## config.mk

```make
export PLATFORM = sky130hd
export DESIGN_NAME = axi4_user_arbiter
export DESIGN_NICKNAME = d
export VERILOG_FILES = /design/src/rtl/axi4_user_arbiter.sv
export SDC_FILE = /design/constraint.sdc
export NUM_CORES = 1
export LEC_CHECK = 0
export CAP_MARGIN = 20
export CORE_AREA = 5 5 170 172
export DETAILED_ROUTE_END_ITERATION = 8
export DIE_AREA = 0 0 175 177
export DONT_BUFFER_PORTS = 1
export PLACE_DENSITY = 0.43
export SKIP_LAST_GASP = 1
export SLEW_MARGIN = 10
export SYNTH_ARGS = -nofsm -noshare
export SYNTH_HDL_FRONTEND = slang
export SYNTH_SLANG_ARGS = --single-unit
```

## constraint.sdc

```tcl
create_clock -name m_aclk -period 5.1 [get_ports m_aclk]
set_input_delay 1.02 -clock m_aclk [delete_from_list [all_inputs] [get_ports m_aclk]]
set_output_delay 1.02 -clock m_aclk [all_outputs]
set_load 0.03 [all_outputs]
```

## src/rtl/axi4_user_arbiter.sv

```systemverilog
// Round-robin arbiter sharing the single-beat rd/wr command port of an AXI4 master controller
// among NUM_REQ requesters; one transaction outstanding, registered outputs throughout.
module axi4_user_arbiter #(
  parameter int unsigned NUM_REQ   = 4,
  parameter int unsigned TO_CYCLES = 1024
) (
  input  logic                    m_aclk,
  input  logic                    m_arst,
  input  logic [NUM_REQ-1:0]      req_valid,
  input  logic [NUM_REQ-1:0]      req_we,
  input  logic [32*NUM_REQ-1:0]   req_addr,
  input  logic [32*NUM_REQ-1:0]   req_wdata,
  output logic [NUM_REQ-1:0]      req_done,
  output logic [31:0]             rsp_rdata,
  output logic [2:0]              grant_id,
  output logic                    busy,
  output logic                    timeout,
  output logic [31:0]             rd_addr,
  output logic                    rd_valid,
  input  logic                    rd_ready,
  input  logic [31:0]             rd_data,
  output logic [31:0]             wr_addr,
  output logic [31:0]             wr_data,
  output logic                    wr_valid,
  input  logic                    wr_ready
);

  localparam int unsigned CntW = (TO_CYCLES > 2) ? $clog2(TO_CYCLES) : 1;
  localparam logic [CntW-1:0] CntLast = CntW'(TO_CYCLES - 1);
  localparam logic [CntW-1:0] CntPrev = CntW'(TO_CYCLES - 2);

  typedef enum logic [1:0] {
    StIdle,
    StIssueRd,
    StIssueWr,
    StDone
  } state_e;

  state_e              state_q;
  logic [2:0]          ptr_q;
  logic [CntW-1:0]     wait_cnt_q;

  logic [NUM_REQ-1:0]  rot;
  logic                win;
  logic [2:0]          win_idx;
  logic [3:0]          sum;
  logic                sel_we;
  logic [31:0]         sel_addr;
  logic [31:0]         sel_wdata;
  logic [2:0]          ptr_nxt;
  logic                ack;

  // Rotate requests so offset 0 is the pointer; the lowest set offset wins.
  always_comb begin
    rot     = NUM_REQ'({req_valid, req_valid} >> ptr_q);
    win     = 1'b0;
    win_idx = '0;
    sum     = '0;
    for (int k = 0; k < NUM_REQ; k++) begin
      if (!win && rot[k]) begin
        win = 1'b1;
        sum = {1'b0, ptr_q} + 4'(k);
        if (sum >= 4'(NUM_REQ)) begin
          sum = sum - 4'(NUM_REQ);
        end
        win_idx = sum[2:0];
      end
    end
  end

  always_comb begin
    sel_we    = 1'b0;
    sel_addr  = '0;
    sel_wdata = '0;
    for (int i = 0; i < NUM_REQ; i++) begin
      if (win_idx == 3'(i)) begin
        sel_we    = req_we[i];
        sel_addr  = req_addr[32*i +: 32];
        sel_wdata = req_wdata[32*i +: 32];
      end
    end
  end

  always_comb begin
    ptr_nxt = (grant_id == 3'(NUM_REQ - 1)) ? 3'd0 : grant_id + 3'd1;
    ack     = (state_q == StIssueRd) ? rd_ready : wr_ready;
  end

  always_ff @(posedge m_aclk) begin
    if (m_arst) begin
      state_q    <= StIdle;
      ptr_q      <= '0;
      wait_cnt_q <= '0;
      req_done   <= '0;
      rsp_rdata  <= '0;
      grant_id   <= '0;
      busy       <= 1'b0;
      timeout    <= 1'b0;
      rd_addr    <= '0;
      rd_valid   <= 1'b0;
      wr_addr    <= '0;
      wr_data    <= '0;
      wr_valid   <= 1'b0;
    end else begin
      unique case (state_q)
        StIdle: begin
          if (win) begin
            grant_id   <= win_idx;
            busy       <= 1'b1;
            wait_cnt_q <= '0;
            if (sel_we) begin
              state_q  <= StIssueWr;
              wr_valid <= 1'b1;
              wr_addr  <= sel_addr;
              wr_data  <= sel_wdata;
            end else begin
              state_q  <= StIssueRd;
              rd_valid <= 1'b1;
              rd_addr  <= sel_addr;
            end
          end
        end
        StIssueRd, StIssueWr: begin
          // The wait never aborts; the timeout flag only reports a slow controller.
          if (wait_cnt_q != CntLast) begin
            wait_cnt_q <= wait_cnt_q + CntW'(1);
          end
          if (wait_cnt_q == CntPrev) begin
            timeout <= 1'b1;
          end
          if (ack) begin
            if (state_q == StIssueRd) begin
              rsp_rdata <= rd_data;
            end
            rd_valid <= 1'b0;
            wr_valid <= 1'b0;
            req_done <= NUM_REQ'(1) << grant_id;
            state_q  <= StDone;
          end
        end
        StDone: begin
          req_done <= '0;
          ptr_q    <= ptr_nxt;
          busy     <= 1'b0;
          state_q  <= StIdle;
        end
        default: state_q <= StIdle;
      endcase
    end
  end

endmodule

```

==> qor.yml <==
cts-resized-gates: 0
whs_path_depth: 2
clk_pin_slew_ps: 70
met1_usage: 0.208
grt_pass1_vias: 5923
synthDistinctLibCells: 59
hold_violations: 0
worstSkewPairLatency_ps: 420
ys_warn_count: 0
root_buffer: "clkbuf_16"
synth_edf_count: 0
drt-total-wl_mm: 26.5
globalRouteOverflowTotal: 0
worst_r2r_path_depth: 11
min_period_ps: 3830
grt_use_met2: 0.262
busiest_layer: "met2"
rsz0062_at_grt: "no"
finalMaxSlewViolations: 0
antenna_found_initial: 0
firstDrtPassIters: 6
core.rowCount: 61
path_max_fanout: 48
startpoint_type: "register"
yosysTopAreaCell: "dfxtp_1"
grt_max_degree: 81
synthCells: 825
vias: 6049
dp.final_hpwl_mm: 19.9
ir_worst_vdd_uv: 283
power.density_nw_per_um2: 605
status: "completed"
clkSinkCount: 154
synth.cell_area_um2: 7800
dieHeight_um: 177
ant_nets: 0
clock.fmax_mhz: 261
finalCritPeriodShare: 0.751
placeableCoreArea_um2: 27300
place_inst: 1108
skew_ps: 14.1
dp_slack_ps: 1110
dieArea_um2: 31000
worst_pin_slew_ps: 982
cts_buffer_depth: 2
cp.required_ps: 5450
cts_hold_buf: 0
synthFlopType: "dfxtp_1"
io_buffer_count: 0
cts_made_buffers: 17
holdCritPathClass: "reg2reg"
yosysSeqAreaShare: 0.395
drt-initial-drc-count: 265
p_leak_nw: 2.78
place_congestion: 0.774
setup_tns_ps: 0
worstSetupEndpointType: "register"
yosysMostFrequentCell: "nand2_1"
cp_data_arrival_time_ps: 4180
critPathKind: "reg2reg"
grtUsageTotal: 0.161
setup_viol: 0
ios: 439
cts_tree: "yes"
netlist.area_leader.share: 0.395
syn_area_per_cell_um2: 9.46
use_met3: 0.0479
layout_setup_ws_ps: 1270
area_delta_synth_final_pct: 9.94
grt_pass1_wl_mm: 38.1
synth_commonest_cells: "nand2_1 (175), dfxtp_1 (154), a21oi_1 (83)"
syn_nets: 1135
drive_above_1_share: 0.165
finalNonFillerCells: 1140
antenna_cells: 0
power_mw: 5.19
die_w_um: 175
finalNetCount: 1091
maxCapViolCount: 0
post_cts_buffers: 0
htree_levels: 4
synth-seq-cells: 154
post_drt_via_cell_ratio: 5.31
wl_per_cell_um: 23.2
relSlewSlack: 0.343
synth_area_leaders: "dfxtp_1 (40%), mux4_2 (19%), nand2_1 (8.4%), a21oi_1 (5.3%), o21ai_1 (4.1%)"
drcViolationCount: 0
synthArstFlopShare: 0
start_util: 0.286
[flip-flops by register name, summed over array words and instances (netlist names), 3 cells and up]
name,cells
ptr_q,3
req_done,4
rsp_rdata,32
wr_data,32
grant_id,3
wait_cnt_q,10
rd_addr,32
wr_addr,32
[cell type report]
| type | count | area, um2 |
|---|---|---|
| Multi-Input combinational cell | 584 | 4290 |
| Clock buffer | 18 | 429 |
| Tap cell | 346 | 433 |
| Timing Repair Buffer | 9 | 113 |
| Fill cell | 2850 | 18700 |
| Clock inverter | 14 | 176 |
| Sequential cell | 154 | 3080 |
| Inverter | 15 | 57.6 |
[placed cells by master (no fill, tap or decap), types with 3 or more instances in the layout]
cell type / count
a211oi_1: 5
a21oi_1: 83
and3_1: 3
buf_4: 6
clkbuf_16: 17
clkinv_8: 3
dfxtp_1: 154
ha_1: 10
inv_1: 14
inv_8: 5
mux2i_1: 3
mux4_2: 65
nand2_1: 174
nand2b_1: 9
nand3_1: 40
nand3b_1: 4
nor2_1: 30
nor2b_1: 4
nor3_1: 3
o211ai_1: 22
o211ai_2: 11
o21ai_0: 9
o21ai_1: 64
xnor2_1: 6
[report_power, final]
part           leakage (nW)  switching (mW)  internal [mW]  total [mW]
clock network         0.289           0.604          0.706        1.31
registers              1.26           0.860           1.51        2.37
logic                  1.24           0.899          0.614        1.51
[final timing paths]
| kind | from | to | slack (ps) |
|---|---|---|---|
| max | ptr_q[0] | wr_data[21] | 1270 |
| min | wait_cnt_q[0] | wait_cnt_q[0] | 490 |
| max reg2reg | ptr_q[0] | wr_data[21] | 1270 |
| min reg2reg | wait_cnt_q[0] | wait_cnt_q[0] | 490 |
[logic make-up after synthesis]
group | count (synthesis) | synth area share
buf+inv | 87 | 0.0582
compound gates | 215 | 0.170
xor+xnor | 7 | 0.00786
simple gates | 282 | 0.158
mux | 70 | 0.195
fa+ha+maj | 10 | 0.0160
flops | 154 | 0.395
[worst max-delay path, stage by stage, from the launching register on]
cell      delay, ps
dfxtp_1         770
inv_1           170
ha_1            370
inv_1            70
a21oi_1         150
a21oi_1         110
o41ai_4         530
mux2_4          370
o221ai_4        610
buf_12          300
nand2_1          90
a21oi_1         150
[per-stage QoR]
step	hold slack, ps	instance area (um2)	util
after floorplan	458	7800	-
after global placement	478	7950	0.291
after detailed placement	481	7970	0.292
after CTS	495	8580	0.314
after global routing	543	8580	0.314
final	488	8580	0.314
[routing by layer]
layer	vias to the layer above	routed length, um	share of wire
li1	2885	-	-
met1	2901	11000	0.42
met2	246	13000	0.49
met3	17	2010	0.076
met4	0	415	0.016
met5	-	0	0
Note: power is estimated with default switching activity, not from simulation.
